[src/rtl/uart_if.sv]
// uart_if: client-side transmit handshake, loopback control and receive status for uart_core
interface uart_if #(parameter int DATA_SIZE = 8);
   logic [DATA_SIZE-1:0] tx_data;
   logic tx_valid;
   logic tx_ready;
   logic tx_busy;
   logic loopback;
   logic [DATA_SIZE-1:0] rx_data;
   logic rx_valid;
   logic rx_parity_err;
   logic rx_frame_err;
   logic rx_busy;
   modport master (
      output tx_data, tx_valid, loopback,
      input  tx_ready, tx_busy, rx_data, rx_valid, rx_parity_err, rx_frame_err, rx_busy
   );
   modport slave (
      input  tx_data, tx_valid, loopback,
      output tx_ready, tx_busy, rx_data, rx_valid, rx_parity_err, rx_frame_err, rx_busy
   );
endinterface

[src/rtl/uart_core.sv]
// uart_core: full-duplex UART with shared bit timing, parity/stop options, mid-bit
// receive sampling with false-start rejection, and an internal tx->rx loopback
module uart_core #(
   parameter int DATA_SIZE    = 8,
   parameter int CLKS_PER_BIT = 16,
   parameter int PARITY_MODE  = 1,
   parameter int STOP_BITS    = 1
) (
   input  logic clk,
   input  logic rst,
   uart_if.slave bus,
   input  logic rx,
   output logic tx
);
   localparam int CW = $clog2(CLKS_PER_BIT);
   localparam int IW = $clog2(DATA_SIZE);
   localparam logic [CW-1:0] BIT_END  = CW'(CLKS_PER_BIT - 1);
   localparam logic [CW-1:0] MID      = CW'(CLKS_PER_BIT / 2 - 1);
   localparam logic [IW-1:0] DATA_END = IW'(DATA_SIZE - 1);
   localparam logic [IW-1:0] STOP_END = IW'(STOP_BITS - 1);
   localparam bit HAS_PAR = PARITY_MODE != 0;
   localparam bit ODD     = PARITY_MODE == 2;

   typedef enum logic [2:0] {IDLE, START, DATA, PAR, STOP, WAIT_HIGH} state_t;

   state_t tx_st_q, tx_st_d;
   logic [CW-1:0] tx_cnt_q, tx_cnt_d;
   logic [IW-1:0] tx_idx_q, tx_idx_d;
   logic [DATA_SIZE-1:0] tx_sh_q, tx_sh_d;
   logic tx_par_q, tx_par_d, tx_q, tx_d, tx_ready_q, tx_ready_d;

   always_comb begin
      tx_st_d = tx_st_q;
      tx_cnt_d = tx_cnt_q + 1'b1;
      tx_idx_d = tx_idx_q;
      tx_sh_d = tx_sh_q;
      tx_par_d = tx_par_q;
      tx_d = tx_q;
      tx_ready_d = tx_ready_q;
      if (tx_st_q == IDLE) begin
         tx_cnt_d = '0;
         tx_idx_d = '0;
         if (bus.tx_valid) begin
            tx_st_d = START;
            tx_sh_d = bus.tx_data;
            tx_par_d = ^bus.tx_data ^ ODD;
            tx_d = 1'b0;
            tx_ready_d = 1'b0;
         end
      end else if (tx_cnt_q == BIT_END) begin
         tx_cnt_d = '0;
         tx_idx_d = '0;
         case (tx_st_q)
            START: begin
               tx_st_d = DATA;
               tx_d = tx_sh_q[0];
            end
            DATA: if (tx_idx_q == DATA_END) begin
               tx_st_d = HAS_PAR ? PAR : STOP;
               tx_d = HAS_PAR ? tx_par_q : 1'b1;
            end else begin
               tx_idx_d = tx_idx_q + 1'b1;
               tx_sh_d = tx_sh_q >> 1;
               tx_d = tx_sh_q[1];
            end
            PAR: begin
               tx_st_d = STOP;
               tx_d = 1'b1;
            end
            default: if (tx_idx_q == STOP_END) begin
               tx_st_d = IDLE;
               tx_ready_d = 1'b1;
            end else tx_idx_d = tx_idx_q + 1'b1;
         endcase
      end
   end

   always_ff @(posedge clk) begin
      if (rst) begin
         tx_st_q <= IDLE;
         tx_cnt_q <= '0;
         tx_idx_q <= '0;
         tx_sh_q <= '0;
         tx_par_q <= 1'b0;
         tx_q <= 1'b1;
         tx_ready_q <= 1'b1;
      end else begin
         tx_st_q <= tx_st_d;
         tx_cnt_q <= tx_cnt_d;
         tx_idx_q <= tx_idx_d;
         tx_sh_q <= tx_sh_d;
         tx_par_q <= tx_par_d;
         tx_q <= tx_d;
         tx_ready_q <= tx_ready_d;
      end
   end

   assign tx = bus.loopback | tx_q;
   assign bus.tx_ready = tx_ready_q;
   assign bus.tx_busy = ~tx_ready_q;

   state_t rx_st_q, rx_st_d;
   logic s1_q, s2_q, line, sample;
   logic [CW-1:0] rx_cnt_q, rx_cnt_d;
   logic [IW-1:0] rx_idx_q, rx_idx_d;
   logic [DATA_SIZE-1:0] rx_sh_q, rx_sh_d, rx_data_q, rx_data_d;
   logic perr_q, perr_d, ferr_q, ferr_d;
   logic rx_valid_q, rx_valid_d, rx_perr_q, rx_perr_d, rx_ferr_q, rx_ferr_d, rx_busy_q;

   assign line = bus.loopback ? tx_q : s2_q;
   // the start bit is checked half a bit in; every later bit one full bit after that
   assign sample = rx_cnt_q == (rx_st_q == START ? MID : BIT_END);

   always_comb begin
      rx_st_d = rx_st_q;
      rx_cnt_d = sample ? '0 : rx_cnt_q + 1'b1;
      rx_idx_d = rx_idx_q;
      rx_sh_d = rx_sh_q;
      perr_d = perr_q;
      ferr_d = ferr_q;
      rx_data_d = rx_data_q;
      rx_perr_d = rx_perr_q;
      rx_ferr_d = rx_ferr_q;
      rx_valid_d = 1'b0;
      case (rx_st_q)
         IDLE: begin
            rx_cnt_d = '0;
            rx_idx_d = '0;
            perr_d = 1'b0;
            ferr_d = 1'b0;
            if (!line) rx_st_d = START;
         end
         WAIT_HIGH: if (line) rx_st_d = IDLE;
         START: if (sample) rx_st_d = line ? IDLE : DATA;
         DATA: if (sample) begin
            rx_sh_d = {line, rx_sh_q[DATA_SIZE-1:1]};
            rx_idx_d = rx_idx_q + 1'b1;
            if (rx_idx_q == DATA_END) begin
               rx_st_d = HAS_PAR ? PAR : STOP;
               rx_idx_d = '0;
            end
         end
         PAR: if (sample) begin
            perr_d = line ^ (^rx_sh_q) ^ ODD;
            rx_st_d = STOP;
         end
         default: if (sample) begin
            ferr_d = ferr_q | ~line;
            rx_idx_d = rx_idx_q + 1'b1;
            if (rx_idx_q == STOP_END) begin
               rx_st_d = (ferr_q | ~line) ? WAIT_HIGH : IDLE;
               rx_data_d = rx_sh_q;
               rx_perr_d = perr_q;
               rx_ferr_d = ferr_q | ~line;
               rx_valid_d = 1'b1;
            end
         end
      endcase
   end

   always_ff @(posedge clk) begin
      if (rst) begin
         s1_q <= 1'b1;
         s2_q <= 1'b1;
         rx_st_q <= IDLE;
         rx_cnt_q <= '0;
         rx_idx_q <= '0;
         rx_sh_q <= '0;
         perr_q <= 1'b0;
         ferr_q <= 1'b0;
         rx_data_q <= '0;
         rx_perr_q <= 1'b0;
         rx_ferr_q <= 1'b0;
         rx_valid_q <= 1'b0;
         rx_busy_q <= 1'b0;
      end else begin
         s1_q <= rx;
         s2_q <= s1_q;
         rx_st_q <= rx_st_d;
         rx_cnt_q <= rx_cnt_d;
         rx_idx_q <= rx_idx_d;
         rx_sh_q <= rx_sh_d;
         perr_q <= perr_d;
         ferr_q <= ferr_d;
         rx_data_q <= rx_data_d;
         rx_perr_q <= rx_perr_d;
         rx_ferr_q <= rx_ferr_d;
         rx_valid_q <= rx_valid_d;
         rx_busy_q <= rx_st_d != IDLE;
      end
   end

   assign bus.rx_data = rx_data_q;
   assign bus.rx_valid = rx_valid_q;
   assign bus.rx_parity_err = rx_perr_q;
   assign bus.rx_frame_err = rx_ferr_q;
   assign bus.rx_busy = rx_busy_q;
endmodule
[src/flat_wrapper.sv]
// flat-port wrapper written by rule: the top's interface ports become plain ports
module uart_core_flat 
#(
   parameter int DATA_SIZE    = 8,
   parameter int CLKS_PER_BIT = 16,
   parameter int PARITY_MODE  = 1,
   parameter int STOP_BITS    = 1
)
  (clk, rst, rx, tx, bus_tx_data, bus_tx_valid, bus_loopback, bus_tx_ready, bus_tx_busy, bus_rx_data, bus_rx_valid, bus_rx_parity_err, bus_rx_frame_err, bus_rx_busy);
  uart_if #(.DATA_SIZE(DATA_SIZE)) bus_i ();
  input  logic clk;
  input  logic rst;
  input  logic rx;
  output logic tx;
  input wire logic [$bits(bus_i.tx_data)-1:0] bus_tx_data;
  input wire logic [$bits(bus_i.tx_valid)-1:0] bus_tx_valid;
  input wire logic [$bits(bus_i.loopback)-1:0] bus_loopback;
  output wire logic [$bits(bus_i.tx_ready)-1:0] bus_tx_ready;
  output wire logic [$bits(bus_i.tx_busy)-1:0] bus_tx_busy;
  output wire logic [$bits(bus_i.rx_data)-1:0] bus_rx_data;
  output wire logic [$bits(bus_i.rx_valid)-1:0] bus_rx_valid;
  output wire logic [$bits(bus_i.rx_parity_err)-1:0] bus_rx_parity_err;
  output wire logic [$bits(bus_i.rx_frame_err)-1:0] bus_rx_frame_err;
  output wire logic [$bits(bus_i.rx_busy)-1:0] bus_rx_busy;
  assign bus_i.tx_data = bus_tx_data;
  assign bus_i.tx_valid = bus_tx_valid;
  assign bus_i.loopback = bus_loopback;
  assign bus_tx_ready = bus_i.tx_ready;
  assign bus_tx_busy = bus_i.tx_busy;
  assign bus_rx_data = bus_i.rx_data;
  assign bus_rx_valid = bus_i.rx_valid;
  assign bus_rx_parity_err = bus_i.rx_parity_err;
  assign bus_rx_frame_err = bus_i.rx_frame_err;
  assign bus_rx_busy = bus_i.rx_busy;
  uart_core #(.DATA_SIZE(DATA_SIZE), .CLKS_PER_BIT(CLKS_PER_BIT), .PARITY_MODE(PARITY_MODE), .STOP_BITS(STOP_BITS)) u_core (.clk(clk), .rst(rst), .bus(bus_i), .rx(rx), .tx(tx));
endmodule
[config.mk]
export PLATFORM = sky130hd
export DESIGN_NAME = uart_core_flat
export DESIGN_NICKNAME = d
export VERILOG_FILES = /design/src/rtl/uart_if.sv /design/src/rtl/uart_core.sv /design/src/flat_wrapper.sv
export SDC_FILE = /design/constraint.sdc
export NUM_CORES = 1
export LEC_CHECK = 0
export CAP_MARGIN = 30
export CORE_MARGIN = 4
export CORE_UTILIZATION = 60
export DETAILED_ROUTE_END_ITERATION = 7
export PLACE_DENSITY_LB_ADDON = 0.15
export SYNTH_ARGS = -nofsm -noshare
export SYNTH_HDL_FRONTEND = slang
export SYNTH_SLANG_ARGS = --single-unit
[constraint.sdc]
create_clock -name clk -period 4.7 [get_ports clk]
set_input_delay 0.705 -clock clk [delete_from_list [all_inputs] [get_ports clk]]
set_output_delay 0.705 -clock clk [all_outputs]
set_load 0.005 [all_outputs]
## After elaboration in Yosys (flattened, before gate mapping)

Index checks and enable logic that the tools add are counted.

| operators by class | value |
|---|---|
| add/subtract/negate cells | 4 |
| bitwise operators | 9 |
| reductions and logical operators | 33 |
| multiplexer cells | 45 |
| equality and inequality tests | 17 |

Operators by type and width:

| cell | count |
|---|---|
| 2-to-1 mux 3 bit | 19 |
| 2-to-1 mux 8 bit | 5 |
| one-hot mux 3 bit (3 select lines) | 2 |
| XOR reduction 8 bit | 2 |
| one-hot mux 3 bit (5 select lines) | 1 |
| equality test 3 x 2 -> 1 bit, second input constant | 4 |
| zero test 3 bit | 4 |
| 2-to-1 mux 1 bit | 12 |
| AND reduction 4 bit | 3 |
| OR reduction 3 bit | 4 |
| nonzero test 2 bit | 5 |
| equality test 3 bit, second input constant | 3 |
| AND reduction 3 bit | 3 |
| adder 4 x 1 -> 4 bit, second input constant | 2 |
| inequality test 2 x 1 -> 1 bit, second input constant | 4 |
| AND reduction 2 bit | 4 |
| OR reduction 7 bit | 1 |
| adder 3 x 1 -> 3 bit, second input constant | 2 |
| equality test 3 x 1 -> 1 bit, second input constant | 2 |
| inverter 1 bit | 6 |
| one-hot mux 3 bit (2 select lines) | 1 |
| nonzero test 5 bit | 1 |
| OR reduction 5 bit | 1 |
| equality test 4 bit | 1 |
| other kinds (13) | 16 |

| word-level totals | value |
|---|---|
| input port bits | 13 |
| bits in registers | 55 |
| output and inout port bits | 15 |

## Logic depth before layout (Yosys ltp)

| depth | value |
|---|---|
| word-level depth | 8 |
| gate-level depth with buffers | 7 |
| depth with buffers taken out | 7 |

## Worst setup path after synthesis

OpenSTA, ideal clock, no wires.

| timing | value |
|---|---|
| path kind | in2reg |
| start point | input port bus_loopback |
| end point | register u_core.rx_busy_q (netlist: u_core.bus.rx_busy) |
| data required time | 4.626 ns |
| cell stages on the path | 5 |
| arrival time | 1.801 ns |
| slack | 2.825 ns |
| path through | mux2i_4 or2b_1 a21oi_1 or4_4 a31oi_1 |

| between the ends | value |
|---|---|
| cells in the longest elaborated chain, start to end | 8 |

Ends and longest elaborated chain:

| what | line | source |
|---|---|---|
| start: declaration | flat_wrapper.sv:17 | `input wire logic [$bits(bus_i.loopback)-1:0] bus_loopback;` |
| 2-to-1 mux 1 bit (*) | uart_core.sv:110 | `assign line = bus.loopback ? tx_q : s2_q;` |
| inverter 1 bit | uart_core.sv:151 | `rx_st_d = (ferr_q \| ~line) ? WAIT_HIGH : IDLE;` |
| OR 1 bit | uart_core.sv:151 |  |
| 2-to-1 mux 3 bit | uart_core.sv:151 |  |
| 2-to-1 mux 3 bit | uart_core.sv:150 | `if (rx_idx_q == STOP_END) begin` |
| 2-to-1 mux 3 bit | uart_core.sv:147 | `default: if (sample) begin` |
| one-hot mux 3 bit (5 select lines) (*) | uart_core.sv:125 | `case (rx_st_q)` |
| nonzero test 3 bit (*) | uart_core.sv:189 | `rx_busy_q <= rx_st_d != IDLE;` |
| end signal: assignment | uart_core.sv:175 | `rx_busy_q <= 1'b0;` |
| end signal: assignment | uart_core.sv:189 |  |
| end: declaration | uart_core.sv:108 | `logic rx_valid_q, rx_valid_d, rx_perr_q, rx_perr_d, rx_ferr_q, rx_ferr_d, rx_busy_q;` |

Mark *: on every way between the ends. The rest lies on a longest branch, timed or not.
A chain may end at the register's enable or synchronous reset.

## Worst setup path in the final report

| timing | value |
|---|---|
| start point | input port bus_loopback |
| end point | output port tx |

| between the ends | value |
|---|---|
| cells in the longest elaborated chain, start to end | 1 |

Ends and longest elaborated chain:

| what | line | source |
|---|---|---|
| OR 1 bit | uart_core.sv:98 | `assign tx = bus.loopback \| tx_q;` |
| end: declaration | flat_wrapper.sv:14 | `output logic tx;` |

Every way passes these cells.

==> results list <==
* Result of the run: finished, final reports clean
- Summing all non-filler instances in the final layout gives an area of between 0.003 and 0.004 mm².
* Antenna violations before repair: 0
- Timing would allow up to between 0.3 and 0.4 GHz.
- For this run, the number of Yosys warnings is 0.
* Aggregate negative setup slack: 0 ns
- The synthesized design contains 0 enable-type register cells.
- The internal portion of the total power is approximately 640 µW.
- Each instance of the synthesized netlist takes up on average between 9 and 10 µm².
- After detailed routing, the number of vias per cell comes to roughly 5.6.
- Row Count: 24
- Deepest level of the CTS H-tree: 2
- VDD sags by at most about 0.19 mV.
* Gp weighted congestion: around 0.88
* Placed cell areas: slightly below 0.003 mm²
* Starting DRC count in detailed routing: between 200 and 250
- Total routing usage reported by global routing: between 15 and 20%
- Yosys instantiated no cell more often than dfxtp_1.
- The final number of max-transition violations was 0.
* RSZ-0062 raised after global routing: false
- Number of cells produced by synthesis: around 300
- After synthesis, flip-flops and latches occupy ~41% of the total area.
- In this run switching power makes up about 25% of total power.
- The critical path ends at tx.
* Routed length on met3: between 150 and 200 µm
* Number of max-capacitance violations reported: 0
* Crit Path Category: input port to primary output
- Routed signal wires occupy layers up through met4.
- The synthesized design spends more area on one cell type than any other, namely dfxtp_1.
* Number of different library cells in the post-synthesis netlist: 54
- Number of sinks on the clock net: 55
* Number of buffers added by the clock tree synthesis step: 5
- Counting cells, the worst reg-to-reg path comes to 6.
- Total leakage power: between 0.001 and 0.0015 µW
- Height of the chip: 75.2 µm
* Total die area: between 0.005 and 0.006 mm²
- In this run the remaining antenna-violating nets after routing total 0.
- Clock period minus worst slack: ~2.6 ns
- Of the cells placed in the final design, the portion with a size suffix greater than 1 is 10.5%.
* Psw: between 200 and 250 µW
* Asr flop ratio synth: 0%
- Dividing the detail-routed wire length by the instance count gives 13.1 µm.
* Post-Synthesis Net Count: around 310
- Detailed routing placed a total of 2180 µm of wire on met2.
- Area overhead of the layout relative to synthesis: 12.8%
- Total via count in the routed design: roughly 2000
- Part of the power in combinational logic: a little under an eighth
- Routed wire length: ~4800 µm
* Wire length of the first global-routing pass: 8190 µm
* Combined area of all synthesized cells: 0.00271 mm²
* Buffers inserted during post-CTS setup optimization: 0
- The tree is rooted in a clkbuf_8.
* Slew HR: 53.1%
* Number of buffer cells added on primary ports: 27
* Fin crit share: 56.1%
- The hold violation count in the final report came to 0.
- Post-DP HPWL: 3320 µm
- Worst flop-to-flop path endpoint: u_core.bus.rx_busy
- The via count of the first global-routing pass is 1849.
- Number of diodes added for antenna fixing: 0
* Core Area: about 0.0044 mm²
* Capturing element type of the critical path: primary output
* I/O Pins: 28
- Total Nets Final: 334
* Register-to-Register Setup Slack: roughly 2.7 ns
- Seq cells post-synth: 55
- By count the netlist is led by dfxtp_1 (55), nor2_1 (47), mux2i_1 (23).
* Filler cell count in the final layout: 334
- Clock buffer depth: 2
- Flip-flop cell with the highest count after synthesis: dfxtp_1
- Die boundary width: about 75 µm
- Tightest Pin Transition: about 0.70 ns
- The startpoint identified for the worst register-to-register timing path is u_core.rx_cnt_q[0].
- Entering global routing, the biggest net connects 50 pins.
- Number of buffers added to fix hold violations after cts: 0
- Power spread over the standard cell area amounts to approximately 280 mW/mm².
- STA puts the critical path data required time at ~4.0 ns.
- Number of setup violations in the final report: 0
* Insertion delay of the later-clocked pin in the worst-skew pair: between 0.3 and 0.4 ns
- Data arrives at the worst endpoint at approximately 1.9 ns.
- Setup skew after layout: 0.00688 ns
- Hold WC Path Type: flop to flop
- Length of the first detailed-routing pass in iterations: 4
* Synth top area share: between 40 and 50%
- In the post-synthesis netlist, the biggest area contributors are dfxtp_1 (41%), mux2i_1 (8.5%), nor2_1 (6.5%).
- In the final routing, the length of wire on met1 measures 2380 µm.
- Fraction of power consumed by the clock network: roughly 30%
- Critical path peak fanout: 2
* Remaining global-route overflow: 0
- Effective utilization at floorplan: around 62%
- Clock-pin slew was measured on the worst setup and hold paths at around 0.09 ns.
* Critical path origin: bus_loopback
- Number of gates given a new drive strength after cts: 0
- Clock tree from TritonCTS: yes
* DRC violations left: 0
- The share of total power dissipated in sequential elements is 58.0%.
- Crit start category: input port
through the flow:
step | hold WS (ns) | worst slack [ns] | power, µW | instances | utilization [%]
floorplan | 0.389 | 2.83 | 570 | 292 | -
global placement | 0.396 | 2.05 | 597 | 358 | 68.1
detailed placement | 0.397 | 2.06 | 600 | 358 | 68.1
CTS | 0.421 | 2.06 | 859 | 366 | 70.1
global route | 0.449 | 2.04 | 887 | 366 | 70.1
finish | 0.417 | 2.06 | 846 | 366 | 70.1
sequential cells by signal, summed over array words and instances, names as in the netlist:
name and cells:
u_core.bus.rx_busy 1, u_core.bus.rx_data 8, u_core.bus.rx_frame_err 1, u_core.bus.rx_parity_err 1
u_core.bus.rx_valid 1, u_core.bus.tx_ready 1, u_core.ferr_q 1, u_core.perr_q 1
u_core.rx_cnt_q 4, u_core.rx_idx_q 3, u_core.rx_sh_q 8, u_core.rx_st_q 3
u_core.s1_q 1, u_core.s2_q 1, u_core.tx_cnt_q 4, u_core.tx_idx_q 3
u_core.tx_par_q 1, u_core.tx_q 1, u_core.tx_sh_q 8, u_core.tx_st_q 3
kinds of logic after synthesis:
family,count (synthesis),share of synthesized area [%]
mux,34,13.5
xor+xnor,18,6.33
simple gates,109,21.0
compound gates,42,9.99
buf+inv,26,4.81
flops,55,40.7
fa+ha+maj,8,3.70
cells in the final DEF, fill, tap and decap left out, types with 2 or more instances in the layout:
cell / n
nor3b_1: 3
ha_1: 8
a21oi_1: 17
xnor2_1: 15
a311oi_1: 3
inv_1: 12
xor2_1: 2
mux2_2: 10
nand4_1: 2
or2_2: 4
nand3_1: 8
nand2_1: 13
nor2b_1: 4
nor3_1: 6
and3_1: 2
dfxtp_1: 55
clkinvlp_4: 2
nand2b_1: 5
or3_1: 3
mux2i_1: 23
nor2_1: 47
a31oi_1: 3
clkdlybuf4s50_1: 27
clkbuf_8: 5
o21ai_0: 4
o22ai_1: 2
o21a_1: 3
critical path: stages:
cell and delay (ns):
clkdlybuf4s50_1 0.48, or2_2 0.30, clkdlybuf4s50_1 0.45
worst min-delay path by stage:
stage                start           to  slack (ns)  cells past startpoint
2_1_floorplan  u_core.s1_q  u_core.s2_q        0.39                      1
3_3_place_gp   u_core.s1_q  u_core.s2_q        0.40                      1
3_5_place_dp   u_core.s1_q  u_core.s2_q        0.40                      1
4_1_cts        u_core.s1_q  u_core.s2_q        0.42                      1
5_1_grt        u_core.s1_q  u_core.s2_q        0.45                      1
6_report       u_core.s1_q  u_core.s2_q        0.42                      1
metal layers:
layer	track usage, %	vias to the layer above
met2	28.8	38
met1	25.0	948
met5	0	-
met3	4.81	7
li1	-	1046
met4	6.41	0
power by group through the flow:
| stage | Sequential, µW | Combinational (µW) | Clock (µW) |
|---|---|---|---|
| global route | 493 | 109 | 285 |
| floorplan | 496 | 74.7 | 0 |
| CTS | 491 | 99.1 | 270 |
| global placement | 501 | 96.7 | 0 |
| detailed placement | 501 | 98.6 | 0 |
| finish | 491 | 98.4 | 257 |
final cells by class:
cell class                 count  area [µm²]  area share [%]
clock inverter                 3        20.0           0.656
timing repair buffer          28         278            9.10
sequential                    55        1100            36.1
clock buffer                   5        68.8            2.25
multi-input combinational    211        1480            48.3
inverter                      12        45.0            1.48
tap                           52        65.1            2.13
(Power assumes the default switching activity.)
